[src/rtl/alu_pkg.sv]
// Shared definitions for the ALU issue front end: opcodes, FSM states,
// NZCV bit positions and opcode classification helpers.
package alu_pkg;

   localparam logic [4:0] OP_MOV  = 5'b00000;
   localparam logic [4:0] OP_ADD  = 5'b00001;
   localparam logic [4:0] OP_SUB  = 5'b00010;
   localparam logic [4:0] OP_ADC  = 5'b00011;
   localparam logic [4:0] OP_SBC  = 5'b00100;
   localparam logic [4:0] OP_CMP  = 5'b00101;
   localparam logic [4:0] OP_AND  = 5'b00110;
   localparam logic [4:0] OP_OR   = 5'b00111;
   localparam logic [4:0] OP_XOR  = 5'b01000;
   localparam logic [4:0] OP_NOT  = 5'b01001;
   localparam logic [4:0] OP_SHL  = 5'b01010;
   localparam logic [4:0] OP_SHR  = 5'b01011;
   localparam logic [4:0] OP_MUL  = 5'b01100;
   localparam logic [4:0] OP_DIV  = 5'b01101;
   localparam logic [4:0] OP_MOD  = 5'b01110;
   localparam logic [4:0] OP_NEG  = 5'b01111;
   localparam logic [4:0] OP_ASR  = 5'b10000;
   localparam logic [4:0] OP_ROL  = 5'b11000;
   localparam logic [4:0] OP_ROR  = 5'b11001;
   localparam logic [4:0] OP_INC  = 5'b11010;
   localparam logic [4:0] OP_DEC  = 5'b11011;
   localparam logic [4:0] OP_ABS  = 5'b11100;
   localparam logic [4:0] OP_SCMP = 5'b11110;

   localparam int NZCV_N = 3;
   localparam int NZCV_Z = 2;
   localparam int NZCV_C = 1;
   localparam int NZCV_V = 0;

   typedef enum logic [1:0] {
      IDLE = 2'd0,
      EXEC = 2'd1,
      WB   = 2'd2
   } state_t;

   function automatic logic is_legal_op(input logic [4:0] op);
      return (op <= OP_ASR) || ((op >= OP_ROL) && (op <= OP_ABS)) || (op == OP_SCMP);
   endfunction

   function automatic logic is_cmp_op(input logic [4:0] op);
      return (op == OP_CMP) || (op == OP_SCMP);
   endfunction

endpackage

[src/rtl/alu_regfile.sv]
// 8-entry register file: two combinational read ports, one synchronous
// write port; entry 0 is hard-wired to zero.
module alu_regfile
   import alu_pkg::*;
#(
   parameter int WIDTH = 16
) (
   input  logic             clk,
   input  logic             rst_n,
   input  logic             we,
   input  logic [2:0]       waddr,
   input  logic [WIDTH-1:0] wdata,
   input  logic [2:0]       raddr1,
   output logic [WIDTH-1:0] rdata1,
   input  logic [2:0]       raddr2,
   output logic [WIDTH-1:0] rdata2
);

   logic [7:0][WIDTH-1:0] rf;

   for (genvar gi = 0; gi < 8; gi++) begin : g_reg
      if (gi == 0) begin : g_zero
         assign rf[gi] = '0;
      end else begin : g_word
         logic [WIDTH-1:0] q_reg;
         always_ff @(posedge clk) begin
            if (!rst_n) begin
               q_reg <= '0;
            end else if (we && (waddr == 3'(gi))) begin
               q_reg <= wdata;
            end
         end
         assign rf[gi] = q_reg;
      end
   end

   assign rdata1 = rf[raddr1];
   assign rdata2 = rf[raddr2];

endmodule

[src/rtl/alu_issue_ctrl.sv]
// Issue/sequencing front end for the 16-bit combinational ALU.
// Optional ALU_ISSUE_CNT_EN adds saturating cnt_issued / cnt_faults outputs.
module alu_issue_ctrl
   import alu_pkg::*;
#(
   parameter int WIDTH      = 16,
   parameter int ALU_SETTLE = 2
) (
   input  logic             clk,
   input  logic             rst_n,
   input  logic             cmd_valid,
   output logic             cmd_ready,
   input  logic [4:0]       cmd_opcode,
   input  logic [2:0]       cmd_rd,
   input  logic [2:0]       cmd_rs1,
   input  logic [2:0]       cmd_rs2,
   input  logic             cmd_imm_en,
   input  logic [WIDTH-1:0] cmd_imm,
   output logic [4:0]       alu_opcode,
   output logic [WIDTH-1:0] alu_x,
   output logic [WIDTH-1:0] alu_y,
   input  logic [WIDTH-1:0] alu_r,
   input  logic             alu_overflow,
   input  logic             alu_negative,
   input  logic             alu_zero,
   input  logic             alu_cout,
   input  logic             alu_div_invalid,
   output logic             rsp_valid,
   output logic [WIDTH-1:0] rsp_data,
   output logic             rsp_err,
   output logic [3:0]       flags_nzcv,
   output logic             div_fault,
   input  logic             clr_fault
`ifdef ALU_ISSUE_CNT_EN
   ,
   output logic [31:0]      cnt_issued,
   output logic [15:0]      cnt_faults
`endif
);

   state_t           state_reg, state_next;
   logic [3:0]       cnt_reg;
   logic [4:0]       op_reg;
   logic [WIDTH-1:0] x_reg, y_reg;
   logic [2:0]       rd_reg;
   logic [WIDTH-1:0] result_reg;
   logic [3:0]       nzcv_cap_reg;
   logic             illegal_reg;
   logic             fault_reg;
   logic [3:0]       flags_reg;
   logic             div_fault_reg;

   logic             accept;
   logic             cmd_legal;
   logic             capture;
   logic             fault_now;
   logic             in_wb;
   logic             rf_we;
   logic [WIDTH-1:0] rs1_val, rs2_val, y_val;
   logic [3:0]       nzcv_now;

   alu_regfile #(.WIDTH(WIDTH)) u_regfile (
      .clk    (clk),
      .rst_n  (rst_n),
      .we     (rf_we),
      .waddr  (rd_reg),
      .wdata  (result_reg),
      .raddr1 (cmd_rs1),
      .rdata1 (rs1_val),
      .raddr2 (cmd_rs2),
      .rdata2 (rs2_val)
   );

   // cmd_ready is gated by rst_n so it stays low for the whole reset window
   assign cmd_ready = (state_reg == IDLE) && rst_n;
   assign accept    = cmd_valid && cmd_ready;
   assign cmd_legal = is_legal_op(cmd_opcode);
   assign y_val     = cmd_imm_en ? cmd_imm : rs2_val;
   assign capture   = (state_reg == EXEC) && (cnt_reg == 4'd1);
   assign in_wb     = (state_reg == WB);

   // Remainder by zero is detected locally because the ALU only reports divide faults
   assign fault_now = ((op_reg == OP_DIV) && alu_div_invalid) ||
                      ((op_reg == OP_MOD) && (y_reg == '0));

   always_comb begin
      nzcv_now         = '0;
      nzcv_now[NZCV_N] = alu_negative;
      nzcv_now[NZCV_Z] = alu_zero;
      nzcv_now[NZCV_C] = alu_cout;
      nzcv_now[NZCV_V] = alu_overflow;
   end

   always_ff @(posedge clk) begin
      if (!rst_n) begin
         state_reg <= IDLE;
      end else begin
         state_reg <= state_next;
      end
   end

   always_comb begin
      state_next = state_reg;
      case (state_reg)
         IDLE: begin
            if (accept) begin
               state_next = cmd_legal ? EXEC : WB;
            end
         end
         EXEC: begin
            if (cnt_reg == 4'd1) begin
               state_next = WB;
            end
         end
         WB:      state_next = IDLE;
         default: state_next = IDLE;
      endcase
   end

   // Command latch and ALU drive; illegal commands never reach the ALU
   always_ff @(posedge clk) begin
      if (!rst_n) begin
         op_reg      <= '0;
         x_reg       <= '0;
         y_reg       <= '0;
         rd_reg      <= '0;
         illegal_reg <= 1'b0;
         cnt_reg     <= '0;
      end else if (accept) begin
         rd_reg      <= cmd_rd;
         illegal_reg <= ~cmd_legal;
         cnt_reg     <= 4'(ALU_SETTLE);
         if (cmd_legal) begin
            op_reg <= cmd_opcode;
            x_reg  <= rs1_val;
            y_reg  <= y_val;
         end
      end else if ((state_reg == EXEC) && (cnt_reg != 4'd1)) begin
         cnt_reg <= cnt_reg - 4'd1;
      end
   end

   always_ff @(posedge clk) begin
      if (!rst_n) begin
         result_reg   <= '0;
         nzcv_cap_reg <= '0;
         fault_reg    <= 1'b0;
      end else if (accept) begin
         fault_reg <= 1'b0;
         if (!cmd_legal) begin
            result_reg <= '0;
         end
      end else if (capture) begin
         result_reg   <= alu_r;
         nzcv_cap_reg <= nzcv_now;
         fault_reg    <= fault_now;
      end
   end

   assign rf_we = in_wb && !illegal_reg && !fault_reg && !is_cmp_op(op_reg);

   always_ff @(posedge clk) begin
      if (!rst_n) begin
         flags_reg     <= '0;
         div_fault_reg <= 1'b0;
      end else begin
         if (in_wb && !illegal_reg && !fault_reg) begin
            flags_reg <= nzcv_cap_reg;
         end
         if (in_wb && fault_reg) begin
            div_fault_reg <= 1'b1;
         end else if (clr_fault) begin
            div_fault_reg <= 1'b0;
         end
      end
   end

   assign alu_opcode = op_reg;
   assign alu_x      = x_reg;
   assign alu_y      = y_reg;
   assign rsp_valid  = in_wb;
   assign rsp_err    = in_wb && (illegal_reg || fault_reg);
   assign rsp_data   = result_reg;
   assign flags_nzcv = flags_reg;
   assign div_fault  = div_fault_reg;

`ifdef ALU_ISSUE_CNT_EN
   logic [31:0] cnt_issued_reg;
   logic [15:0] cnt_faults_reg;

   always_ff @(posedge clk) begin
      if (!rst_n) begin
         cnt_issued_reg <= '0;
         cnt_faults_reg <= '0;
      end else begin
         if (rsp_valid && (cnt_issued_reg != '1)) begin
            cnt_issued_reg <= cnt_issued_reg + 32'd1;
         end
         if (rsp_err && (cnt_faults_reg != '1)) begin
            cnt_faults_reg <= cnt_faults_reg + 16'd1;
         end
      end
   end

   assign cnt_issued = cnt_issued_reg;
   assign cnt_faults = cnt_faults_reg;
`else
   // Counter build option disabled: no statistics state or ports.
`endif

endmodule

[config.mk]
export PLATFORM = sky130hd
export DESIGN_NAME = alu_issue_ctrl
export DESIGN_NICKNAME = d
export VERILOG_FILES = /design/src/rtl/alu_pkg.sv /design/src/rtl/alu_regfile.sv /design/src/rtl/alu_issue_ctrl.sv
export SDC_FILE = /design/constraint.sdc
export NUM_CORES = 1
export LEC_CHECK = 0
export CAP_MARGIN = 10
export CORE_UTILIZATION = 60
export CTS_CLUSTER_SIZE = 8
export DETAILED_ROUTE_END_ITERATION = 8
export GPL_TIMING_DRIVEN = 0
export HOLD_SLACK_MARGIN = 0.06
export PLACE_DENSITY = 0.95
export RECOVER_POWER = 25
export SYNTH_ARGS = -nofsm -noshare
export SYNTH_HDL_FRONTEND = slang
export SYNTH_SLANG_ARGS = --single-unit
[constraint.sdc]
create_clock -name clk -period 3.2 [get_ports clk]
set_input_delay 0.8 -clock clk [delete_from_list [all_inputs] [get_ports clk]]
set_output_delay 0.8 -clock clk [all_outputs]
set_load 0.005 [all_outputs]
=== Word level (Yosys, flattened, before mapping) ===
Index checks and enable logic that the tools add are counted.

* Register bits: 185
* Latch bits: 0
* RAM bits: 0
* Memory bits (read-only): 0
* Input port bits: 56
* Logic and storage cells: 101
* Memories: 0

* Add/subtract/negate cells: 1
* Multipliers: 0
* Divide/modulo/power cells: 0
* Order comparisons: 5
* Equality and inequality tests: 19
* Shift operators: 0
* Muxes and demuxes: 16
* Bitwise gates (word level): 3
* Reductions and logical operators: 37

{| class="wikitable"
|+ Operators with widths
! operator !! count
|-
| $bmux W16 S3 || 2
|-
| $mux W16 || 6
|-
| $logic_and A1 B1 Y1 || 19
|-
| $logic_not A16 Y1 || 1
|-
| $eq A3 B3 Y1 const B || 4
|-
| $eq A5 B4 Y1 const B || 2
|-
| $eq A5 B5 Y1 const B || 2
|-
| $le A5 B5 Y1 const B || 2
|-
| $mux W2 || 5
|-
| $lt A3 B4 Y1 const B || 2
|-
| $reduce_and A2 Y1 || 4
|-
| $eq A3 B2 Y1 const B || 2
|-
| $reduce_bool A2 Y1 || 3
|-
| $eq A5 B3 Y1 const B || 1
|-
| $ge A5 B5 Y1 const B || 1
|-
| $logic_or A1 B1 Y1 || 5
|-
| $eq A4 B1 Y1 const B || 1
|-
| $ne A2 B2 Y1 const B || 2
|-
| $ne A4 B1 Y1 const B || 1
|-
| $pmux W2 S2 || 1
|-
| $sub A4 B1 Y4 const B || 1
|-
| $eq A3 B1 Y1 const B || 1
|-
| $logic_not A1 Y1 || 3
|-
| $not A1 Y1 || 3
|-
| 6 further kinds || 7
|}

=== Logic depth before layout (Yosys ltp) ===
* Depth in word-level cells: 7
* Depth in mapped cells: 7
* Mapped depth without buffers: 6

=== Cells and area by module ===
A second synthesis with hierarchy kept.

* Cell total of the unflattened synthesis: 1005
* Area, all modules: 9754.4 um^2

{| class="wikitable"
|+ By module, submodules not included
! module !! times used !! cells an instance !! area an instance (um^2)
|-
| alu_regfile || 1 || 700 || 6891.6
|-
| alu_issue_ctrl || 1 || 305 || 2862.7
|}

=== Worst setup path before layout ===
No wires, ideal clock.

* Path type: input port to flip-flop
* From: input port cmd_rs1[1]
* To: register x_reg[10], in the netlist alu_x[10]
* Library setup time: 0.134 ns
* Arrival: 2.005 ns
* Data required time: 3.066 ns
* Setup slack: 1.061 ns
* Cell stages on the path: 5
* Path buffers: 2
* Cells stage by stage: buf_2 -> clkbuf_1 -> mux2_2 -> a221oi_1 -> a211oi_1

* Cells in the longest elaborated chain, start to end: 2

{| class="wikitable"
|+ RTL lines
! item !! line !! text
|-
| from (decl) || alu_issue_ctrl.sv:15 || <nowiki>input logic [2:0] cmd_rs1,</nowiki>
|-
| $bmux W16 S3 || alu_regfile.sv:37 || <nowiki>assign rdata1 = rf[raddr1];</nowiki>
|-
| $mux W16 (not written as such) || alu_regfile.sv:37 ||
|-
| to (signal assigned) || alu_issue_ctrl.sv:135 || <nowiki>x_reg <= rs1_val;</nowiki>
|-
| to (decl) || alu_issue_ctrl.sv:44 || <nowiki>logic [WIDTH-1:0] x_reg, y_reg;</nowiki>
|}

Every way passes these cells. The select of a mux whose other input is x is not followed.
A chain may end at the register's enable or synchronous reset.

=== Worst setup path after layout ===
* From: input port rst_n
* To: output port cmd_ready

* Cells in the longest elaborated chain, start to end: 1

{| class="wikitable"
|+ RTL lines
! item !! line !! text
|-
| from (decl) || alu_issue_ctrl.sv:10 || <nowiki>input logic rst_n,</nowiki>
|-
| $logic_and A1 B1 Y1 || alu_issue_ctrl.sv:75 || <nowiki>assign cmd_ready = (state_reg == IDLE) && rst_n;</nowiki>
|-
| to (decl) || alu_issue_ctrl.sv:12 || <nowiki>output logic cmd_ready,</nowiki>
|}

Every way passes these cells.

==> impl_metrics.csv <==
group,metric,value,unit
clocking,cts_max_level,4,
die,core_area,0.0147,sq mm
worst_setup_path,path_delay_family,"buffers and inverters",
power_and_ir_drop,switchingPower,1.40,mW
clocking,cts_buffers,17,
layout,finish.net_count,1269,
worst_setup_path,crit_path_start,"rst_n",
die,ios,117,
placed_design,dpl_cell_area,0.0105,sq mm
run_status,violations,"DRC",
layout,largest_reg_flops,112,
worst_setup_path,crit_buf_inv,2,
worst_setup_path,r2r-start,"state_reg[1]",
die,dieHeight,126,um
power_and_ir_drop,p_leak,3.95,nW
run,maxCapViolations,0,
placed_design,hpwl,24100,um
synthesis,syn_inst,1079,
worst_setup_path,rr_endpoint,"u_regfile.g_reg[6].g_word.q_reg[8]",
sta,hold_viol,0,
sta,fin_crit_sh,92.5,%
sta,min_period,2.96,ns
clocking,clock-root-buffer,"clkbuf_16",
routing,firstDrtPassIters,9,
placed_design,dp_slack,0.280,ns
layout,fin_util,76.1,%
clocking,cts_tree,"built",
routing,detail_route.wl_per_cell,24.1,um
synthesis,dominantRegCellSynth,"dfxtp_1",
worst_setup_path,crit_end,"cmd_ready",
layout,final_cell_area,0.0112,sq mm
power_and_ir_drop,comb_power_share,11.2,%
power_and_ir_drop,p_int,3.99,mW
worst_setup_path,r2r_slack,0.74,ns
routing,wl,33900,um
die,start_util,62.3,%
worst_setup_path,crit_path_max_incr_delay,0.55,ns
die,rows,44,
sta,rsz0062_at_grt,"no",
run_status,outcome,"finished with violations",
placed_design,gp_congestion,1.03,
synthesis,synth-edff-count,0,
placed_design,portBuffers,113,
clocking,cts_sinks,185,
sta,clock.fmax,338,MHz
synthesis,synthesis.nets,1137,
layout,synthToLayoutAreaGrowth,22.0,%
power_and_ir_drop,power_density,482,mW/mm^2
layout,n_antenna_cell,0,
routing,vias,9992,
global_routing,antenna_found_initial,1,
clocking,path_clk_slew,0.07,ns
routing,first_iter_violations,1824,
routing,routed-wl-met3,4900,um
clocking,cts_buffer_depth,2,
power_and_ir_drop,p_clk_share,44.6,%
worst_setup_path,critPathKind,"input port to output port",
clocking,cts_setup_buffers,0,
synthesis,synthesis.area,0.00916,sq mm
layout,drive_above_1_share,12.6,%
global_routing,grt_pass1_wl,51300,um
worst_setup_path,worstPathCellList,"dlygate4sd3_1 -> nor3b_1 -> clkdlybuf4s50_1",
power_and_ir_drop,p_sw_share,26.1,%
worst_setup_path,crit_cells,3,
routing,postRouteAntennaNets,0,
clocking,ctsHoldBuffers,0,
routing,drc,33,
global_routing,grt_pass1_vias,9209,
min_path,hp-class,"flop to flop",
die,fp.dieArea,0.0158,sq mm
power_and_ir_drop,seqPwrFrac,44.2,%
routing,top_layer_used,"met5",
sta,clock_skew,0.0119,ns
routing,met1_length,12500,um
clocking,cts-resized-gates,0,
global_routing,grt_max_degree,18,
global_routing,grt_overflow_total,0,
sta,slew_viol_final,0,
synthesis,netlist-cell-type-count,60,
synthesis,seq_area_frac_synth,40.4,%
worst_setup_path,critPathCaptureType,"output port",
synthesis,ys_warn_count,0,
synthesis,avgSynthCellArea,8.49,sq um
clocking,insertion_delay,0.45,ns
worst_setup_path,required,2.40,ns
sta,tightestPinTransition,0.846,ns
worst_setup_path,path_max_fanout,3,
worst_setup_path,slowest_stage,"dlygate4sd3_1",
synthesis,async_flop_share,0,%
sta,finalSetupTns,0,ns
worst_setup_path,crit_arrival,2.16,ns
power_and_ir_drop,irDropWorstVdd,0.435,mV
routing,viasPerCell,7.10,
routing,met2WireLength,14400,um
synthesis,ys_ff_latch,185,
die,die_width,126,um
global_routing,track_usage,42.7,%
sta,slew_headroom,43.6,%
sta,setup_viol,0,
power_and_ir_drop,power.total,5.39,mW
sta,finalWorstSetupSlack,0.241,ns
worst_setup_path,start_kind,"input port",
worst_setup_path,r2r_cells,6,
## per-layer routing
metal  track usage [%]  vias up
met1              53.1     4607
met4              23.3        2
met2              64.6      895
li1                  -     4260
met3              14.5      228
met5              2.48        -
## worst register-to-register path, stage by stage (launching register included)
cell and delay (ns):
dfxtp_1 0.44, nor4b_4 0.59, o21ai_2 0.24, buf_2 0.27
clkbuf_1 0.31, o21ai_0 0.34, a21oi_1 0.13
## synth_stat cells (4+ instances only)
| cell type | n | area share (%) |
|---|---|---|
| a211oi_1 | 12 | 0.98 |
| a21o_1 | 5 | 0.41 |
| a21oi_1 | 135 | 7.4 |
| a221oi_1 | 32 | 3.1 |
| a22o_1 | 4 | 0.38 |
| a22oi_1 | 4 | 0.33 |
| a31oi_1 | 20 | 1.4 |
| buf_2 | 31 | 1.7 |
| buf_4 | 4 | 0.33 |
| buf_6 | 13 | 1.6 |
| clkbuf_1 | 69 | 2.8 |
| dfxtp_1 | 185 | 40 |
| inv_1 | 8 | 0.33 |
| mux2_2 | 64 | 7.9 |
| mux2i_1 | 32 | 3.5 |
| nand2_1 | 53 | 2.2 |
| nand3_1 | 131 | 7.2 |
| nor2_1 | 27 | 1.1 |
| nor2b_1 | 9 | 0.61 |
| nor3b_1 | 4 | 0.33 |
| o21ai_0 | 100 | 5.5 |
| o21ai_1 | 36 | 2.0 |
| o22ai_1 | 28 | 1.9 |
| o31ai_1 | 4 | 0.33 |
| or3_1 | 16 | 1.1 |
## area by class of cell
| class | count | area, sq um |
|---|---|---|
| plain buffers | 120 | 601 |
| clock buffers | 17 | 425 |
| clock inverters | 15 | 233 |
| fillers | 1033 | 3520 |
| inverters | 8 | 30.0 |
| multi-input cells | 766 | 4830 |
| flip-flops and latches | 185 | 3700 |
| well taps | 184 | 230 |
| repair buffers | 113 | 1130 |
## cells in the final DEF (no fill, tap or decap), types with 27 or more instances in the layout
cell type,count
dfxtp_1,185
a21oi_1,135
nand3_1,131
o21ai_0,100
clkbuf_1,70
mux2_2,64
clkdlybuf4s50_1,60
nand2_1,53
dlygate4sd3_1,53
o21ai_1,36
mux2i_1,32
a221oi_1,32
buf_2,30
o22ai_1,28
nor2_1,27
## through the flow
| stage | cells | hold slack, ns |
|---|---|---|
| after floorplan | 1079 | 0.436 |
| after global placement | 1376 | 0.443 |
| after detailed placement | 1376 | 0.458 |
| after CTS | 1408 | 0.467 |
| after global routing | 1408 | 0.495 |
| final | 1408 | 0.466 |
## worst min path at each step
stage / startpoint / endpoint / slack [ns] / cells past startpoint
finish: nzcv_cap_reg[3] / nzcv_cap_reg[3] / 0.47 / 2
global route: nzcv_cap_reg[3] / nzcv_cap_reg[3] / 0.49 / 2
CTS: nzcv_cap_reg[3] / nzcv_cap_reg[3] / 0.47 / 2
detailed placement: nzcv_cap_reg[3] / nzcv_cap_reg[3] / 0.46 / 2
global placement: nzcv_cap_reg[1] / nzcv_cap_reg[1] / 0.44 / 2
floorplan: nzcv_cap_reg[0] / nzcv_cap_reg[0] / 0.44 / 2
## power groups by stage
stage	logic (mW)	clock network [mW]	registers, mW
after floorplan	0.317	0	2.43
after global placement	0.569	0	2.43
after detailed placement	0.580	0	2.44
after CTS	0.588	2.38	2.38
after global routing	0.627	2.48	2.39
final	0.601	2.40	2.38
## logic make-up (layout without fill, tap and decap cells)
family	after synthesis	in the layout	share of synthesized area [%]
fa+ha+maj	2	2	0.273
simple gates	263	263	14.7
xor+xnor	3	3	0.287
flops	185	185	40.4
buf+inv	128	273	6.90
mux	96	96	11.4
compound gates	402	402	26.0
No activity file was read; power rests on OpenSTA's default activity.
==> patch 1: new RTL, same flow settings <==
The option `ALU_ISSUE_CNT_EN` is turned on by a define.
--- a/src/rtl/alu_issue_ctrl.sv
+++ b/src/rtl/alu_issue_ctrl.sv
@@ -2,2 +2,4 @@
 // Optional ALU_ISSUE_CNT_EN adds saturating cnt_issued / cnt_faults outputs.
+`define ALU_ISSUE_CNT_EN
+
 module alu_issue_ctrl
Function (old outputs only; new: cnt_faults and cnt_issued): kept (Yosys induction, for registers that start in step).
==> patch 1 against the original RTL <==
- the flow now finishes without violations
- clock power up 36%
- count of clock-buffer cells in the layout increased by 21
- final area is 21% higher
- sequential share of layout area grew 1.2 points
- setup slack got worse by 0.13 ns
- via count up 12%
- critical path depth increased by 2
- power rose by 24%
- sequential cell count grew 48
- routed wire length rose by 9.1%
- synthesized area is 18% higher
- largest power group unchanged
- highest routed layer is now met4
==> patch 1: results (changes against the original RTL) <==
Post-layout nets: 1450 (+14%)
Initial DRT Pass Iterations: 6 (-3)
Vias/cell: 6.90 (-2.8%)
Setup Skew: 0.0177 ns (+0.00576 ns)
IO Port Bufs: 159 (+41%)
CTS clk-pin slew, worst paths: 0.05 ns (-0.02 ns)
Via count: 11200 (+12%)
# resized after CTS: 1 (+1)
Worst-Margin Slew: 1.17 ns (+0.326 ns)
Slowest cell on the critical path: clkdlybuf4s50_1
Gr usage total: 0.396 (-0.0310)
Outcome: completed
Worst skew pair latency: 0.51 ns (+0.06 ns)
Hpwl dp: 25.7 mm (+6.5%)
WHS: 0.455 ns (-0.0109 ns)
Leak: 4.85 nW (+23%)
R2R setup slack: 0.19 ns (-0.55 ns)
CTS max path bufs: 3 (+1)
Worst VDD drop: 419 uV (-3.9%)
Number of antenna violations at the first check in global routing: 0 (-1)
HP Start: alu_x[11]
H-tree lvl count: 2 (-2)
Top cells by count, synth: 233 x dfxtp_1, 174 x nor2_1, 113 x a31o_2
R2r endpoint: u_regfile.g_reg[1].g_word.q_reg[15]
Syn Nets: 1254 (+10%)
DR iter-0 viols: 1732 (-5.0%)
Gpl congestion: 1.01 (-2.2%)
Largest net degree at the start of global routing: 11 (-7)
Top cells by area, synth: dfxtp_1 43%, a31o_2 9.2%, mux4_2 6.7%
Worst Path Arrival: 2.29 ns (+0.13 ns)
Wire per inst: 22.9 um (-5.0%)
Worst Hold End: alu_x[11]
CP Max Fanout: 10 (+7)
Crit-path max cell delay: 0.56 ns
Global-route wire length before repair: 56.4 mm (+10%)
Synth cell types: 51 (-15%)
Placed cells: 1578 (+15%)
patch 1: cell count changes after synthesis, moves of 48 or more:
cell     delta
nor2_1    +147
a31o_2    +113
nand3_1   -109
a21oi_1    -57
nand2_1    +54
o21ai_0    -50
dfxtp_1    +48
patch 1: per-stage QoR:
step | util | setup TNS (ns) | setup WS (ns) | power [mW] | area (um^2)
after global routing | 0.779 | 0 | 0.0408 | 6.82 | 13600
after floorplan | - | 0 | 0.794 | 3.24 | 10800
after detailed placement | 0.726 | -0.0209 | -0.0209 | 3.46 | 12600
final | 0.779 | 0 | 0.107 | 6.69 | 13600
after CTS | 0.780 | 0 | 0.0453 | 6.65 | 13600
after global placement | 0.726 | 0 | 0.0334 | 3.45 | 12600
patch 1: power by group:
group | internal (mW) | switching [mW]
Sequential | 2.94 | 0.0328
Combinational | 0.177 | 0.271
Clock | 2.02 | 1.25
patch 1: worst max path at each step:
stage / to / cells past startpoint
floorplan: alu_y[14] / 7
global placement: cmd_ready / 5
detailed placement: cmd_ready / 5
CTS: rsp_valid / 3
global route: cmd_ready / 5
finish: cmd_ready / 5
patch 1: metal layers:
metal,vias to the layer above,part of all wire,track usage
met3,239,0.12,0.0884
met2,956,0.46,0.625
li1,4758,-,-
met4,0,0.064,0.256
met1,5201,0.36,0.486
met5,-,0,0
patch 1: cell families (layout without fill, tap and decap cells):
group / Yosys count / in the layout / share of synthesized area
and+or+nand+nor: 440 / 440 / 0.191
AOI/OAI and AO/OA: 311 / 311 / 0.203
DFF: 233 / 233 / 0.433
buffers and inverters: 107 / 305 / 0.0387
muxes: 75 / 75 / 0.111
xor gates and xnor gates: 24 / 24 / 0.0195
adders and majority gates: 4 / 4 / 0.00464
patch 1: worst max-delay path: cells and delay by family:
family	cells	cell delay, ns
buffers and inverters	4	1.18
and+or+nand+nor	1	0.31
patch 1: final cells by class:
class	instances	area, um^2
tap	225	282
fill	1114	3840
clock inverter	1	8.76
buffer	98	384
timing repair buffer	159	1590
multi-input combinational	854	5680
inverter	9	33.8
sequential	233	4660
clock buffer	38	930
==> patch 2: new RTL, config.mk and constraints unchanged <==
Made on the original files. Register the output `rsp_err`; this adds one clock of latency there. The other outputs are not delayed to match.
--- a/src/rtl/alu_issue_ctrl.sv
+++ b/src/rtl/alu_issue_ctrl.sv
@@ -181,3 +181,5 @@
    assign rsp_valid  = in_wb;
-   assign rsp_err    = in_wb && (illegal_reg || fault_reg);
+   always_ff @(posedge clk) begin
+      rsp_err <= in_wb && (illegal_reg || fault_reg);
+   end
    assign rsp_data   = result_reg;
Function: changed (a bounded check fails within 4 cycles, from zero or initial values and one cycle with rst_n low).
==> patch 2 against the original RTL <==
- count of clock-buffer cells in the layout rose by 2
- final cell count barely moved
- synthesized area rose by 0.22%
- setup slack got worse by 0.015 ns
- sequential cell count rose by 1
- largest power group is now sequential cells
- final area fell by 0.47%
- routed wire length fell by 3.6%
- power fell by 5.0%
==> patch 2: results (changes against the original RTL) <==
Gpl congestion: 1.03 (-0.24%)
CP Max Fanout: 3 (unchanged)
Largest net degree at the start of global routing: 17 (-1)
CTS clk-pin slew, worst paths: 0.07 ns (about the same)
Number of antenna violations at the first check in global routing: 0 (-1)
Top cells by area, synth: dfxtp_1 41%, mux2_2 7.8%, a21oi_1 7.4%
Crit-path max cell delay: 0.57 ns (+0.02 ns)
Worst VDD drop: 364 uV (-16%)
Post-synth EDFFs: 0 (unchanged)
R2R setup slack: 0.83 ns (+0.09 ns)
IO Port Bufs: 113 (unchanged)
Leak: 3.91 nW (-0.94%)
Hold Crit Class: register to register
Share of cells above drive strength 1: 0.125 (-0.000919)
Yosys top cell area share: 0.406 (+0.00130)
Number of global-route vias before repair: 8834 (-4.1%)
Top cells by count, synth: 186 x dfxtp_1, 135 x a21oi_1, 131 x nand3_1
Largest register FFs: 112 (unchanged)
Syn Nets: 1138 (+0.088%)
Asr flop ratio synth: 0 (unchanged)
Synth cell types: 60 (unchanged)
Wire per inst: 23.2 um (-3.6%)
Gr usage total: 0.410 (-0.0162)
Global-route wire length before repair: 49.6 mm (-3.2%)
H-tree lvl count: 4 (unchanged)
Post-CTS Setup Inserts: 0 (unchanged)
Slowest cell on the critical path: dlygate4sd3_1
Outcome: completed
Hpwl dp: 24.6 mm (+2.2%)
Worst-Margin Slew: 0.825 ns (-0.0203 ns)
Vias/cell: 6.77 (-4.6%)
Setup Skew: 0.00910 ns (-0.00282 ns)
Post-synthesis sequential area ratio: 0.406 (+0.00130)
Worst Path Arrival: 2.17 ns
Initial DRT Pass Iterations: 6 (-3)
Post-layout nets: 1270 (+0.079%)
DR iter-0 viols: 1088 (-40%)
[patch 2: critical path, delay by kind of cell]
kind	cells	cell delay (ns)
buffers and inverters	2	1.12
and+or+nand+nor	1	0.25
[patch 2: metrics by stage]
stage	instance area [um^2]	total power, mW	hold slack [ns]	cells	setup slack [ns]
after floorplan	9180	2.76	0.436	1080	1.06
after global placement	10500	3.02	0.443	1377	0.302
after detailed placement	10500	3.03	0.446	1377	0.293
after CTS	11100	5.09	0.456	1409	0.285
after global routing	11100	5.23	0.495	1409	0.141
final	11100	5.12	0.457	1409	0.226
[patch 2: final timing paths]
kind                                        end            start
min reg2reg                     nzcv_cap_reg[2]  nzcv_cap_reg[2]
max                                   cmd_ready            rst_n
max reg2reg  u_regfile.g_reg[1].g_word.q_reg[9]    alu_opcode[3]
min                             nzcv_cap_reg[2]  nzcv_cap_reg[2]
[patch 2: layout make-up]
class                   instances  area (um^2)
flip-flops and latches        186         3720
inverters                       8         30.0
clock buffers                  19          443
multi-input cells             766         4830
repair buffers                113         1130
fillers                      1097         3630
plain buffers                 120          601
clock inverters                13          143
well taps                     184          230
[patch 2: power breakdown]
part / leakage, nW / internal [mW] / switching, mW
Sequential: 1.50 / 2.36 / 0.0401
Clock: 0.272 / 1.18 / 0.957
Combinational: 2.13 / 0.237 / 0.351
[patch 2: metal layers]
metal	GRT usage	vias to the layer above	part of all wire
met3	0.131	105	0.14
met4	0.190	0	0.041
met2	0.620	729	0.42
met5	0	-	0
li1	-	4264	-
met1	0.534	4445	0.39
[patch 2: kinds of logic (layout without fill, tap and decap cells)]
| kind of cell | after synthesis | in the layout | share of synthesized area |
|---|---|---|---|
| AOI/OAI and AO/OA | 402 | 402 | 0.260 |
| DFF | 186 | 186 | 0.406 |
| and+or+nand+nor | 263 | 263 | 0.147 |
| muxes | 96 | 96 | 0.113 |
| adders and majority gates | 2 | 2 | 0.00272 |
| xor gates and xnor gates | 3 | 3 | 0.00286 |
| buffers and inverters | 128 | 273 | 0.0688 |
